--- src/rtl/pes_serializer_pkg.sv ---
// -----------------------------------------------------------------------------
// pes_serializer_pkg
// Shared types and sizing helpers for pes_bit_serializer.
//   serializer_state_e : 2-bit FSM state encoding (IDLE, ARMED, SHIFT, GAP)
//   PARITY_BITS        : 1 when PES_BIT_SERIALIZER_PARITY_EN is defined, else 0
//   pes_nbits()        : frame length in bits for a given data width
// Optional feature macro: PES_BIT_SERIALIZER_PARITY_EN (appends an even-parity
// bit to every frame).
// -----------------------------------------------------------------------------
package pes_serializer_pkg;

  typedef enum logic [1:0] {
    IDLE  = 2'd0,
    ARMED = 2'd1,
    SHIFT = 2'd2,
    GAP   = 2'd3
  } serializer_state_e;

`ifdef PES_BIT_SERIALIZER_PARITY_EN
  localparam int PARITY_BITS = 1;
`else
  localparam int PARITY_BITS = 0;
`endif

  function automatic int pes_nbits(input int width);
    return width + PARITY_BITS;
  endfunction

endpackage

--- src/rtl/pes_bit_serializer.sv ---
// -----------------------------------------------------------------------------
// pes_bit_serializer
// Parallel-to-serial output stage. Accepts one WIDTH-bit word per valid/ready
// handshake and shifts it out on sout, one bit per bit_en strobe period, with
// frame (sframe) and first-bit (sfirst) markers.
//
// Parameters:
//   WIDTH      : data word width (>= 2)
//   MSB_FIRST  : 1 sends in_data[WIDTH-1] first, 0 sends in_data[0] first
//   GAP_BITS   : idle bit periods inserted after each frame (0 allowed)
//   IDLE_LEVEL : sout level whenever no frame bit is driven
// Ports:
//   clk      in   system clock
//   nrst     in   asynchronous active-low reset
//   bit_en   in   one-cycle bit-rate strobe
//   in_data  in   word to serialize, sampled on handshake
//   in_valid in   upstream word available
//   in_ready out  high only in IDLE
//   sout     out  registered serial data
//   sframe   out  registered, high while a frame bit is on sout
//   sfirst   out  registered, high while the first frame bit is on sout
//   busy     out  high in any state except IDLE
// Optional feature macro: PES_BIT_SERIALIZER_PARITY_EN appends an even-parity
// bit (XOR of the loaded word) as the last frame bit.
// -----------------------------------------------------------------------------
module pes_bit_serializer
  import pes_serializer_pkg::*;
#(
  parameter int   WIDTH      = 15,
  parameter bit   MSB_FIRST  = 1'b1,
  parameter int   GAP_BITS   = 1,
  parameter logic IDLE_LEVEL = 1'b1
) (
  input  logic             clk,
  input  logic             nrst,
  input  logic             bit_en,
  input  logic [WIDTH-1:0] in_data,
  input  logic             in_valid,
  output logic             in_ready,
  output logic             sout,
  output logic             sframe,
  output logic             sfirst,
  output logic             busy
);

  localparam int NBITS = pes_nbits(WIDTH);
  localparam int CW    = $clog2(NBITS + 1);
  localparam int GW    = (GAP_BITS > 0) ? $clog2(GAP_BITS + 1) : 1;

  localparam logic [CW-1:0] CNT_LAST = CW'(NBITS - 1);
  localparam logic [GW-1:0] GAP_LAST = GW'((GAP_BITS > 0) ? GAP_BITS - 1 : 0);
`ifdef PES_BIT_SERIALIZER_PARITY_EN
  // When this many bits are done, the next bit out is the parity bit.
  localparam logic [CW-1:0] CNT_PAR  = CW'(WIDTH - 1);
`endif

  serializer_state_e state_q, state_d;
  logic [WIDTH-1:0]  shift_q, shift_d;
  logic [CW-1:0]     cnt_q, cnt_d;
  logic [GW-1:0]     gap_q, gap_d;
  logic              sout_q, sout_d;
  logic              sframe_q, sframe_d;
  logic              sfirst_q, sfirst_d;
`ifdef PES_BIT_SERIALIZER_PARITY_EN
  logic              parity_q, parity_d;
`endif

  // The next bit to send always sits at the head of the shift register;
  // the direction is fixed by MSB_FIRST at elaboration.
  logic             head_bit;
  logic [WIDTH-1:0] shift_next;

  assign head_bit   = MSB_FIRST ? shift_q[WIDTH-1] : shift_q[0];
  assign shift_next = MSB_FIRST ? {shift_q[WIDTH-2:0], 1'b0}
                                : {1'b0, shift_q[WIDTH-1:1]};

  always_comb begin
    state_d  = state_q;
    shift_d  = shift_q;
    cnt_d    = cnt_q;
    gap_d    = gap_q;
    sout_d   = sout_q;
    sframe_d = sframe_q;
    sfirst_d = sfirst_q;
`ifdef PES_BIT_SERIALIZER_PARITY_EN
    parity_d = parity_q;
`endif
    case (state_q)
      IDLE: begin
        if (in_valid) begin
          shift_d = in_data;
`ifdef PES_BIT_SERIALIZER_PARITY_EN
          parity_d = ^in_data;
`endif
          state_d = ARMED;
        end
      end
      // A strobe coincident with the handshake is not seen here, so the
      // first bit always spans a full bit period.
      ARMED: begin
        if (bit_en) begin
          sout_d   = head_bit;
          shift_d  = shift_next;
          sframe_d = 1'b1;
          sfirst_d = 1'b1;
          cnt_d    = '0;
          state_d  = SHIFT;
        end
      end
      SHIFT: begin
        if (bit_en) begin
          if (cnt_q < CNT_LAST) begin
            sout_d = head_bit;
`ifdef PES_BIT_SERIALIZER_PARITY_EN
            if (cnt_q == CNT_PAR) sout_d = parity_q;
`endif
            shift_d  = shift_next;
            cnt_d    = cnt_q + 1'b1;
            sfirst_d = 1'b0;
          end else begin
            sout_d   = IDLE_LEVEL;
            sframe_d = 1'b0;
            sfirst_d = 1'b0;
            cnt_d    = '0;
            gap_d    = '0;
            state_d  = (GAP_BITS > 0) ? GAP : IDLE;
          end
        end
      end
      GAP: begin
        if (bit_en) begin
          if (gap_q == GAP_LAST) begin
            gap_d   = '0;
            state_d = IDLE;
          end else begin
            gap_d = gap_q + 1'b1;
          end
        end
      end
      default: state_d = IDLE;
    endcase
  end

  always_ff @(posedge clk or negedge nrst) begin
    if (!nrst) begin
      state_q  <= IDLE;
      shift_q  <= '0;
      cnt_q    <= '0;
      gap_q    <= '0;
      sout_q   <= IDLE_LEVEL;
      sframe_q <= 1'b0;
      sfirst_q <= 1'b0;
`ifdef PES_BIT_SERIALIZER_PARITY_EN
      parity_q <= 1'b0;
`endif
    end else begin
      state_q  <= state_d;
      shift_q  <= shift_d;
      cnt_q    <= cnt_d;
      gap_q    <= gap_d;
      sout_q   <= sout_d;
      sframe_q <= sframe_d;
      sfirst_q <= sfirst_d;
`ifdef PES_BIT_SERIALIZER_PARITY_EN
      parity_q <= parity_d;
`endif
    end
  end

  assign in_ready = (state_q == IDLE);
  assign busy     = (state_q != IDLE);
  assign sout     = sout_q;
  assign sframe   = sframe_q;
  assign sfirst   = sfirst_q;

endmodule

--- config.mk ---
export PLATFORM = sky130hd
export DESIGN_NAME = pes_bit_serializer
export DESIGN_NICKNAME = d
export VERILOG_FILES = /design/src/rtl/pes_serializer_pkg.sv /design/src/rtl/pes_bit_serializer.sv
export SDC_FILE = /design/constraint.sdc
export NUM_CORES = 1
export LEC_CHECK = 0
export BUFFER_PORTS_ARGS = -buffer_cell sky130_fd_sc_hd__buf_4
export CELL_PAD_IN_SITES_DETAIL_PLACEMENT = 1
export CELL_PAD_IN_SITES_GLOBAL_PLACEMENT = 1
export CORE_MARGIN = 5
export CORE_UTILIZATION = 25
export DETAILED_ROUTE_END_ITERATION = 6
export GPL_TIMING_DRIVEN = 0
export PLACE_DENSITY_LB_ADDON = 0.12
export SYNTH_ARGS = -nofsm -noshare
export SYNTH_HDL_FRONTEND = slang
export SYNTH_SLANG_ARGS = --single-unit
--- constraint.sdc ---
create_clock -name clk -period 6.6 [get_ports clk]
set_input_delay 0.33 -clock clk [delete_from_list [all_inputs] [get_ports clk]]
set_output_delay 0.33 -clock clk [all_outputs]
set_load 0.005 [all_outputs]
Word-level counts from Yosys, hierarchy flattened:

Cells that the tools add are included.

* register bits after elaboration: 25
* output and inout bits: 5
* logic and storage cells: 59

* add/subtract/negate cells: 2
* magnitude comparators: 1
* eq/ne operators: 10
* multiplexer cells: 29
* reduce and logical (&&, ||, !) cells: 10

Operators with widths (number)
* 15-bit two-way mux: 4
* 15-bit case mux with 3 select lines: 1
* 2-bit != test (second input constant): 7
* 2-bit two-way mux: 6
* 4-bit two-way mux: 3
* 1-bit two-way mux: 9
* 1-bit case mux with 2 select lines: 4
* 2-bit case mux with 4 select lines: 1
* 4-bit case mux with 2 select lines: 1
* 4-bit AND reduction: 2
* 6-bit AND reduction: 1
* 2-bit nonzero test: 3
* 5-bit AND reduction: 1
* 4-bit by 1-bit adder with 4-bit output (second input constant): 1
* 2-bit equality test (second input constant): 2
* 4-bit < comparator (second input constant): 1
* 3-bit AND reduction: 1
* 3-bit nonzero test: 1
* 2-bit by 1-bit equality test with 1-bit output (second input constant): 1
* 2-bit zero test: 1
* 1-bit adder (second input constant): 1

Logic depth before layout (Yosys ltp):

Gate-level depths: netlist of run 1.

* depth after elaboration: 4
* gate-level depth with buffers: 6
* depth with buffers taken out: 5

Worst setup path after synthesis of run 1:

Ideal clock, no wire load.

* kind: register -> register
* start point: register state_q[0]
* end point: register shift_q[0]
* library setup time: 0.125 ns
* arrival time: 1.958 ns
* path slack: 4.517 ns
* cell stages (with the launch flop): 7
* cells stage by stage: dfrtp_1 inv_1 ha_1 or2_1 a2111oi_4 buf_6 mux2_2

* word-level cells in the longest chain between the ends: 3

Ends and longest elaborated chain
* start: declaration: RTL line pes_bit_serializer.sv:57 `serializer_state_e state_q, state_d;`
* start signal: assignment: RTL line pes_bit_serializer.sv:157 `state_q <= state_d;`
* 2-bit equality test, or another cell as far along: RTL line pes_bit_serializer.sv:88 `case (state_q)`
* 2-bit != test (no line) or 3-bit nonzero test (tied branches)
* 5-bit AND reduction (no line)
* end signal: assignment: RTL line pes_bit_serializer.sv:158 `shift_q <= shift_d;`
* end: declaration: RTL line pes_bit_serializer.sv:58 `logic [WIDTH-1:0] shift_q, shift_d;`

Parallel ways exist; a longest one is shown, timed or not.
A chain may end at the register's enable or synchronous reset.

Worst setup path after layout of run 1:

* start point: register state_q[0]
* end point: register shift_q[2]

The elaborated chain is that of the path after synthesis.

==> impl_metrics.toml, run 1 <==
[run_status]
status = "complete, no violations"

[floorplanning]
dieArea_mm2 = 0.00661
initial_core_util_pct = 25.3
core-area_mm2 = 0.00501
die_y_um = 81.3
num_rows = 26
pin_count = 24
die_w_um = 81.3

[final_layout]
layout.nets = 157
fillers = 585
final_area_mm2 = 0.00159
n_antenna_cell = 0
final_layout_size_suffix_gt1_share_pct = 46.9
syn2layout_area_growth_pct = 24.8

[timing]
setup_violations = 0
post-route-period-util_pct = 35.8
fmax_mhz = 423
min_period_ns = 2.36
drv_slew = 0
worst_clock_skew_ns = 0.00496
fin_setup_tns_ns = 0
hold_violations = 0
worst_pin_slew_ns = 0.671
rsz0062_at_grt = "false"
relSlewSlack_pct = 55.0

[critical_path]
crit_fanout = 10
worst-path-buf-inv = 3
cp-start-kind = "register"
critPathTopFamily = "buffers and inverters"
path_class = "register to register"
cp_data_arrival_time_ns = 2.51
crit_required_ns = 6.75
cp_slowest_cell = "clkbuf_1"
max_stage_delay_ns = 0.48
critPathCaptureType = "register"
worstPathCellList = "inv_1 -> ha_1 -> clkbuf_1 -> clkbuf_1 -> mux2_2 -> mux2_2"

[logic_synthesis]
yosysSeqAreaShare_pct = 47.4
synth_area_mm2 = 0.00127
synth_area_leader_cell = "dfrtp_1"
synth_top_area_share_pct = 45.3
synth-xor-area-share_pct = 0
synth-seq-cells = 24
post_synth_mux_area_share_pct = 27.4
synthAdderAreaFrac_pct = 6.90
synth_warnings = 0
ys_top_cells_by_area = "dfrtp_1 (45%), mux2_2 (27%), ha_1 (6.9%)"
ys_types = 25
ys.flop_type = "dfrtp_1"
synthSimpleGateAreaFrac_pct = 6.31
synth_fp_nets = 128
synth_top_family_by_area = "multiplexers"
syn_inst = 102
synth-compound-area-share_pct = 8.08
synthArstFlopShare_pct = 100
syn_avg_cell_area_um2 = 12.5
synth-edff-count = 0

[power_and_ir_drop]
switching_share_pct = 33.6
peakVddDrop_mv = 0.161
comb_power_share_pct = 55.4
p_leak_nw = 0.703
p_clk_share_pct = 10.9
p_switching_mw = 0.267
seqPwrFrac_pct = 33.7
internal-power_mw = 0.529
p_per_area_mw_per_mm2 = 503

[hold_path]
worstHoldPathType = "input pin to register"

[clocking]
cts-root-buf = "clkbuf_8"
clock_path_buffers = 2
cts_resized = 0
cts_buffers = 3
worstSkewPairLatency_ns = 0.26
cts_tree = "built"
cts_max_level = 1
numClockSinks = 24
cts.clk_slew.worst_paths_ns = 0.08

[grt]
antenna_found_initial = 0
overflow = 0
grt_usage_pct = 8.69
grt_max_degree = 25
grt_pass1_vias = 986
grt_pass1_wl_um = 4430

[routing]
drc = 0
wl_per_cell_um = 12.3
via_count = 832
drt_wl_total_um = 2460
post_drt_via_cell_ratio = 4.16
drt_first_pass_iters = 2
ant_nets = 0
drtIter0Drc = 29

[flow_run]
maxCapViolCount = 0

[placement]
dpl.hpwl_um = 1900
dpl_cell_area_mm2 = 0.00153
gp_congestion = 0.718
portBuffers = 23
area by class of cell:
cell class	instances	area, um2	share of cell area, %
plain buffers	4	23.8	1.50
clock buffers	4	45.0	2.84
inverters	7	26.3	1.66
multi-input cells	67	618	39.0
flip-flops and latches	24	602	38.0
well taps	70	87.6	5.52
repair buffers	24	183	11.5
cells in the mapped netlist (2+ instances only):
library cell / instances
nand3_1: 4
o21ai_0: 4
nor2_1: 3
nor2b_1: 2
inv_1: 7
dfrtp_1: 23
ha_1: 7
a21oi_1: 2
nand2_1: 4
mux2_2: 30
clkbuf_1: 2
cell families (layout without fill, tap and decap cells):
kind of cell    after synthesis  count (layout)
mux                          31              31
simple gates                 16              16
compound gates               13              13
fa+ha+maj                     7               7
flops                        24              24
buf+inv                      11              39
state kept, by name, indices dropped and copies added, names as in the netlist:
register and cells:
cnt_q 4, state_q 2, sfirst 1, shift_q 15
sframe 1, sout 1
per-layer routing:
layer	GRT usage (%)	routed length [um]	part of all wire, %	vias to the layer above
li1	-	-	-	410
met1	9.76	1080	44	406
met2	15.5	1250	51	14
met3	3.22	122	5.0	2
met4	2.03	18	0.73	0
met5	0	0	0	-
path summary, 6_finish.rpt:
check | startpoint | end | slack (ns) | depth (start not counted)
worst max-delay path | state_q[0]$_DFFE_PN0P_ | shift_q[2]$_DFFE_PN0P_ | 4.24 | 6
worst max register to register | state_q[0]$_DFFE_PN0P_ | shift_q[2]$_DFFE_PN0P_ | 4.24 | 6
worst min-delay path | bit_en | cnt_q[2]$_DFFE_PN0P_ | 0.38 | 3
min in group asynchronous | nrst | sframe$_DFFE_PN0P_ | 0.51 | 2
max in group asynchronous | nrst | sout$_DFFE_PN1P_ | 5.79 | 2
worst min register to register | sfirst$_DFFE_PN0P_ | sfirst$_DFFE_PN0P_ | 0.48 | 2
power groups by stage:
stage	Sequential [mW]	Combinational (mW)	Clock [mW]
after floorplan	0.261	0.354	0
after global routing	0.279	0.498	0.101
after detailed placement	0.273	0.452	0
final	0.268	0.441	0.0871
after global placement	0.270	0.447	0
after CTS	0.270	0.455	0.0940
through the flow:
stage | util (%) | cells | hold WS, ns | setup slack [ns] | total power [mW]
finish | 31.6 | 200 | 0.380 | 4.24 | 0.797
global route | 31.6 | 200 | 0.361 | 4.04 | 0.879
CTS | 31.6 | 200 | 0.369 | 4.15 | 0.819
detailed placement | 30.5 | 195 | 0.259 | 4.19 | 0.726
global placement | 30.5 | 195 | 0.253 | 4.19 | 0.718
floorplan | - | 102 | 0.0344 | 4.52 | 0.615
tightest hold or removal path, delay by kind of cell:
kind | cells | cell delay (ns)
buffers and inverters | 1 | 0.12
and+or+nand+nor | 1 | 0.08
muxes | 1 | 0.07
what timing repair did:
item                                   CTS  global route
buffers inserted                         0             0
hold buffers                             1             0
endpoints found under the hold margin   23             0
placed cells by master, fill, tap and decap left out:
master / Yosys / layout
o21ba_2: 1 / 1
dfrtp_1: 23 / 23
a31oi_1: 1 / 1
ha_1: 7 / 7
nor2b_1: 2 / 2
a21oi_1: 2 / 2
buf_6: 1 / 1
nand3_1: 4 / 4
o21ai_0: 4 / 4
inv_1: 7 / 7
a2111oi_4: 1 / 1
or2_1: 1 / 1
dlygate4sd3_1: 0 / 1
mux2i_1: 1 / 1
dfstp_2: 1 / 1
buf_4: 0 / 23
a221oi_1: 1 / 1
nor2_1: 3 / 3
clkbuf_8: 0 / 3
or3_1: 1 / 1
a2bb2oi_1: 1 / 1
and4_1: 1 / 1
clkbuf_1: 2 / 3
buf_2: 1 / 1
o21ai_1: 1 / 1
mux2_2: 30 / 30
nand2_1: 4 / 4
o22ai_1: 1 / 1
Note: power is estimated with default switching activity, not from simulation.
==> run 2, diff against run 1 <==
==> constraint.sdc (replaced) <==
create_clock -name clk -period 2.3 [get_ports clk]
set_input_delay 0.115 -clock clk [delete_from_list [all_inputs] [get_ports clk]]
set_output_delay 0.115 -clock clk [all_outputs]
set_load 0.005 [all_outputs]
==> impl_metrics.toml, run 2 (synthesis gave the netlist of run 1 again) <==
[routing]
drt_wl_total_um = 2490
drc = 0
wl_per_cell_um = 12.4
post_drt_via_cell_ratio = 4.17
drtIter0Drc = 26
ant_nets = 0
via_count = 839
drt_first_pass_iters = 3

[critical_path]
cp-start-kind = "register"
cp-startpoint = "state_q[0]$_DFFE_PN0P_"
reg2reg_to = "state_q[1]$_DFFE_PN0P_"
crit_required_ns = 2.45
max_stage_delay_ns = 0.42
r2r_setup_slack_ns = 0.16
worstPathCellList = "inv_1 -> ha_1 -> buf_2 -> or3_1 -> a221oi_2 -> mux2_2"
path_class = "register to register"
cp_data_arrival_time_ns = 2.29
worstReg2RegStart = "state_q[0]$_DFFE_PN0P_"
cp_slowest_cell = "dfrtp_1"
critPathCaptureType = "register"
reg2regPathDepth = 6
crit_fanout = 10

[final_layout]
regArea_um2 = 602
final_common_cell = "mux2_2"
mostFrequentLayoutCells = "mux2_2 (30), buf_4 (25), dfrtp_1 (23)"
n_antenna_cell = 0
final_area_mm2 = 0.00160
final_layout_size_suffix_gt1_share_pct = 49.6
syn2layout_area_growth_pct = 26.3
fin_cells = 201
top_register = "shift_q"
layout.nets = 158
largest_reg_flops = 15
fillers = 585
top_regs = "shift_q (15), cnt_q (4), state_q (2)"
multi_input_area_um2 = 624

[placement]
dpl_cell_area_mm2 = 0.00153
portBuffers = 23
dpl.hpwl_um = 1900
gp_congestion = 0.718
place_inst = 195

[flow_run]
maxCapViolCount = 0

[clocking]
cts.clk_slew.worst_paths_ns = 0.08
cts-root-buf = "clkbuf_8"
cts_buffers = 3
worstSkewPairLatency_ns = 0.26
cts_tree = "built"
numClockSinks = 24
clock_path_buffers = 2
cts_max_level = 1

[grt]
antenna_found_initial = 0
grt_max_degree = 25
grt_usage_pct = 8.69
grt_pass1_vias = 986
grt_pass1_wl_um = 4430
overflow = 0

[floorplanning]
initial_core_util_pct = 25.3
die_w_um = 81.3
num_rows = 26
core-area_mm2 = 0.00501
dieArea_mm2 = 0.00661
pin_count = 24
die_y_um = 81.3

[timing]
drv_slew = 0
rsz0062_at_grt = "false"
post-route-period-util_pct = 92.9
relSlewSlack_pct = 55.0
worst_clock_skew_ns = 0.00319
hold_violations = 0
worst_pin_slew_ns = 0.670
setup_violations = 0
fmax_mhz = 468
fin_setup_tns_ns = 0
min_period_ns = 2.14

[hold_path]
worstHoldPathType = "input pin to register"
hold_path_end = "cnt_q[2]$_DFFE_PN0P_"
worstHoldPathCells = 3
hp-start = "bit_en"

[power_and_ir_drop]
p_leak_nw = 0.715
peakVddDrop_mv = 0.467
p_per_area_mw_per_mm2 = 1460

[run_status]
status = "complete, no violations"
## run 2: cell count changes in the layout (fill, tap and decap cells not counted), sizes merged
cell	delta
buf	+3
clkbuf	-2
## run 2: worst max-delay path by stage
stage | endpoint | slack, ns | cells after the start
6_report | state_q[1]$_DFFE_PN0P_ | 0.16 | 6
5_1_grt | state_q[1]$_DFFE_PN0P_ | 0.02 | 6
4_1_cts | shift_q[1]$_DFFE_PN0P_ | 0.03 | 6
3_5_place_dp | shift_q[3]$_DFFE_PN0P_ | -0.11 | 6
3_3_place_gp | shift_q[3]$_DFFE_PN0P_ | -0.11 | 6
2_1_floorplan | shift_q[0]$_DFFE_PN0P_ | 0.22 | 6
## run 2: power breakdown
part	total [mW]	internal [mW]	switching, mW	leakage [nW]
registers	0.770	0.647	0.123	0.288
clock network	0.250	0.123	0.126	0.0228
logic	1.32	0.793	0.529	0.405
total	2.34	1.56	0.779	0.715
## run 2: layout make-up
class	count	share of cell area [%]
Sequential cell	24	37.5
Buffer	3	1.33
Tap cell	70	5.46
Clock buffer	4	2.81
Timing Repair Buffer	26	12.3
Inverter	7	1.64
Multi-Input combinational cell	67	38.9
## run 2: metrics by stage
stage / hold WS, ns / setup WS, ns / power [mW] / util [%]
detailed placement: 0.0439 / -0.115 / 2.08 / 30.5
finish: 0.164 / 0.164 / 2.34 / 32.0
global route: 0.146 / 0.0180 / 2.57 / 32.0
CTS: 0.154 / 0.0252 / 2.35 / 31.7
global placement: 0.0376 / -0.107 / 2.06 / 30.5
floorplan: -0.181 / 0.217 / 1.77 / -
## run 2: worst max-delay path: cells and delay by family (launching register included)
family / cells / cell delay, ns
AOI/OAI and AO/OA: 1 / 0.30
adders and majority gates: 1 / 0.23
buffers and inverters: 2 / 0.30
DFF: 1 / 0.42
muxes: 1 / 0.37
and+or+nand+nor: 1 / 0.41
## run 2: what timing repair did
| item | CTS | global route |
|---|---|---|
| setup endpoints to repair | 10 | 11 |
| resized for setup | 1 | 2 |
| endpoints found under the hold margin | 23 | 0 |
| hold buffers | 1 | 0 |
| pin swaps | 1 | 1 |
| setup buffers | 0 | 2 |
## run 2: metal layers
| layer | share of wire, % | GRT usage (%) | vias up |
|---|---|---|---|
| met2 | 50 | 15.5 | 14 |
| met4 | 0.72 | 2.03 | 0 |
| met1 | 44 | 9.76 | 411 |
| met5 | 0 | 0 | - |
| met3 | 4.9 | 3.22 | 2 |
| li1 | - | - | 412 |
==> run 3, diff against run 2 <==
--- a/config.mk
+++ b/config.mk
@@ -9,7 +9,7 @@
 export CELL_PAD_IN_SITES_DETAIL_PLACEMENT = 1
 export CELL_PAD_IN_SITES_GLOBAL_PLACEMENT = 1
 export CORE_MARGIN = 5
-export CORE_UTILIZATION = 25
+export CORE_UTILIZATION = 32
 export DETAILED_ROUTE_END_ITERATION = 6
 export GPL_TIMING_DRIVEN = 0
 export PLACE_DENSITY_LB_ADDON = 0.12
==> impl_metrics.toml, run 3 (synthesis gave the netlist of run 1 again) <==
[grt]
antenna_found_initial = 0
overflow = 0
grt_max_degree = 25
grt_usage_pct = 10.1
grt_pass1_wl_um = 4220
grt_pass1_vias = 942

[final_layout]
final_area_mm2 = 0.00160
final_common_cell = "mux2_2"
top_register = "shift_q"
layout.nets = 158
fin_util_pct = 42.8
largest_reg_flops = 15
syn2layout_area_growth_pct = 26.2
top_regs = "shift_q (15), cnt_q (4), state_q (2)"
mostFrequentLayoutCells = "mux2_2 (30), buf_4 (25), dfrtp_1 (23)"
fin_cells = 179
final_layout_size_suffix_gt1_share_pct = 50.4
n_antenna_cell = 0

[routing]
drt_wl_total_um = 2480
drc = 0
wl_per_cell_um = 13.9
drt_first_pass_iters = 3
drtIter0Drc = 13
post_drt_via_cell_ratio = 4.75
via_count = 850
ant_nets = 0

[critical_path]
cp-startpoint = "state_q[0]$_DFFE_PN0P_"
worstPathCellList = "inv_1 -> ha_1 -> buf_2 -> or3_1 -> a221oi_2 -> mux2_2"
crit_required_ns = 2.45
path_depth = 6
cp_slowest_cell = "dfrtp_1"
cp_data_arrival_time_ns = 2.30
path_class = "register to register"
cp-start-kind = "register"
reg2regPathDepth = 6
critPathCaptureType = "register"
worst-path-buf-inv = 2
crit_fanout = 10
critPathCapture = "state_q[1]$_DFFE_PN0P_"
worstReg2RegStart = "state_q[0]$_DFFE_PN0P_"
max_stage_delay_ns = 0.43
r2r_setup_slack_ns = 0.16
reg2reg_to = "state_q[1]$_DFFE_PN0P_"
critPathTopFamily = "flip-flops"

[floorplanning]
dieArea_mm2 = 0.00533
pin_count = 24
die_y_um = 73.0
die_w_um = 73.0
initial_core_util_pct = 33.9
num_rows = 22
core-area_mm2 = 0.00374

[timing]
worst_pin_slew_ns = 0.644
hold_violations = 0
drv_slew = 0
fmax_mhz = 467
post-route-period-util_pct = 93.1
min_period_ns = 2.14
fin_setup_tns_ns = 0
worst_clock_skew_ns = 0.00603
relSlewSlack_pct = 56.8
setup_violations = 0

[power_and_ir_drop]
peakVddDrop_mv = 0.589
p_per_area_mw_per_mm2 = 1540
p_leak_nw = 0.728
power.total_mw = 2.47

[placement]
gp_congestion = 0.700
dpl_cell_area_mm2 = 0.00150
dpl.hpwl_um = 1900
portBuffers = 23
place_inst = 173

[clocking]
cts.clk_slew.worst_paths_ns = 0.09
numClockSinks = 24
cts_buffers = 3
cts_max_level = 1
cts-root-buf = "clkbuf_8"
cts_tree = "built"
worstSkewPairLatency_ns = 0.27
clock_path_buffers = 2

[hold_path]
worstHoldPathType = "input pin to register"

[flow_run]
maxCapViolCount = 0

[run_status]
status = "complete, no violations"
## run 3: changes by cell type in the layout (fill, tap and decap cells not counted)
cell / before / now
clkbuf_1: 1 / 0
bufinv_16: 0 / 1
## run 3: what timing repair did
| action | CTS | global route |
|---|---|---|
| endpoints found under the hold margin | 23 | 0 |
| buffers inserted | 0 | 2 |
| pin swaps | 1 | 1 |
| gates cloned | 0 | 0 |
| hold buffers | 1 | 0 |
| gates resized for setup | 1 | 2 |
| setup endpoints to repair | 10 | 11 |
## run 3: how the worst min path moves through the flow
stage          startpoint                    to  depth (start not counted)
2_1_floorplan        nrst  cnt_q[0]$_DFFE_PN0P_                          0
3_3_place_gp         nrst    sframe$_DFFE_PN0P_                          1
3_5_place_dp         nrst    sfirst$_DFFE_PN0P_                          1
4_1_cts            bit_en  cnt_q[2]$_DFFE_PN0P_                          3
5_1_grt            bit_en  cnt_q[2]$_DFFE_PN0P_                          3
6_report           bit_en  cnt_q[2]$_DFFE_PN0P_                          3
## run 3: metrics by stage
| stage | worst slack, ns | hold slack, ns |
|---|---|---|
| floorplan | 0.217 | -0.181 |
| global placement | -0.0894 | 0.0353 |
| detailed placement | -0.0922 | 0.0401 |
| CTS | 0.000161 | 0.149 |
| global route | -0.00423 | 0.155 |
| finish | 0.158 | 0.158 |
## run 3: worst min-delay path, stage by stage
cell	delay [ns]
buf_4	0.12
nand3_1	0.08
mux2i_1	0.07
## run 3: power breakdown
group          internal (mW)  switching (mW)
clock network          0.233           0.139
logic                  0.795           0.525
registers              0.647           0.128
total                   1.67           0.792
## run 3: layer usage
layer / vias up / global-route usage [%] / part of all wire (%)
met5: - / 0 / 0
met4: 0 / 3.07 / 0.40
met3: 2 / 2.20 / 4.3
met2: 15 / 18.5 / 54
met1: 418 / 11.5 / 41
li1: 415 / - / -
## run 3: area by class of cell
type,count,area [um2]
fillers,437,2140
multi-input cells,67,624
flip-flops and latches,24,602
repair buffers,26,198
well taps,48,60.1
clock buffers,3,41.3
clock inverters,1,30.0
inverters,7,26.3
plain buffers,3,21.3
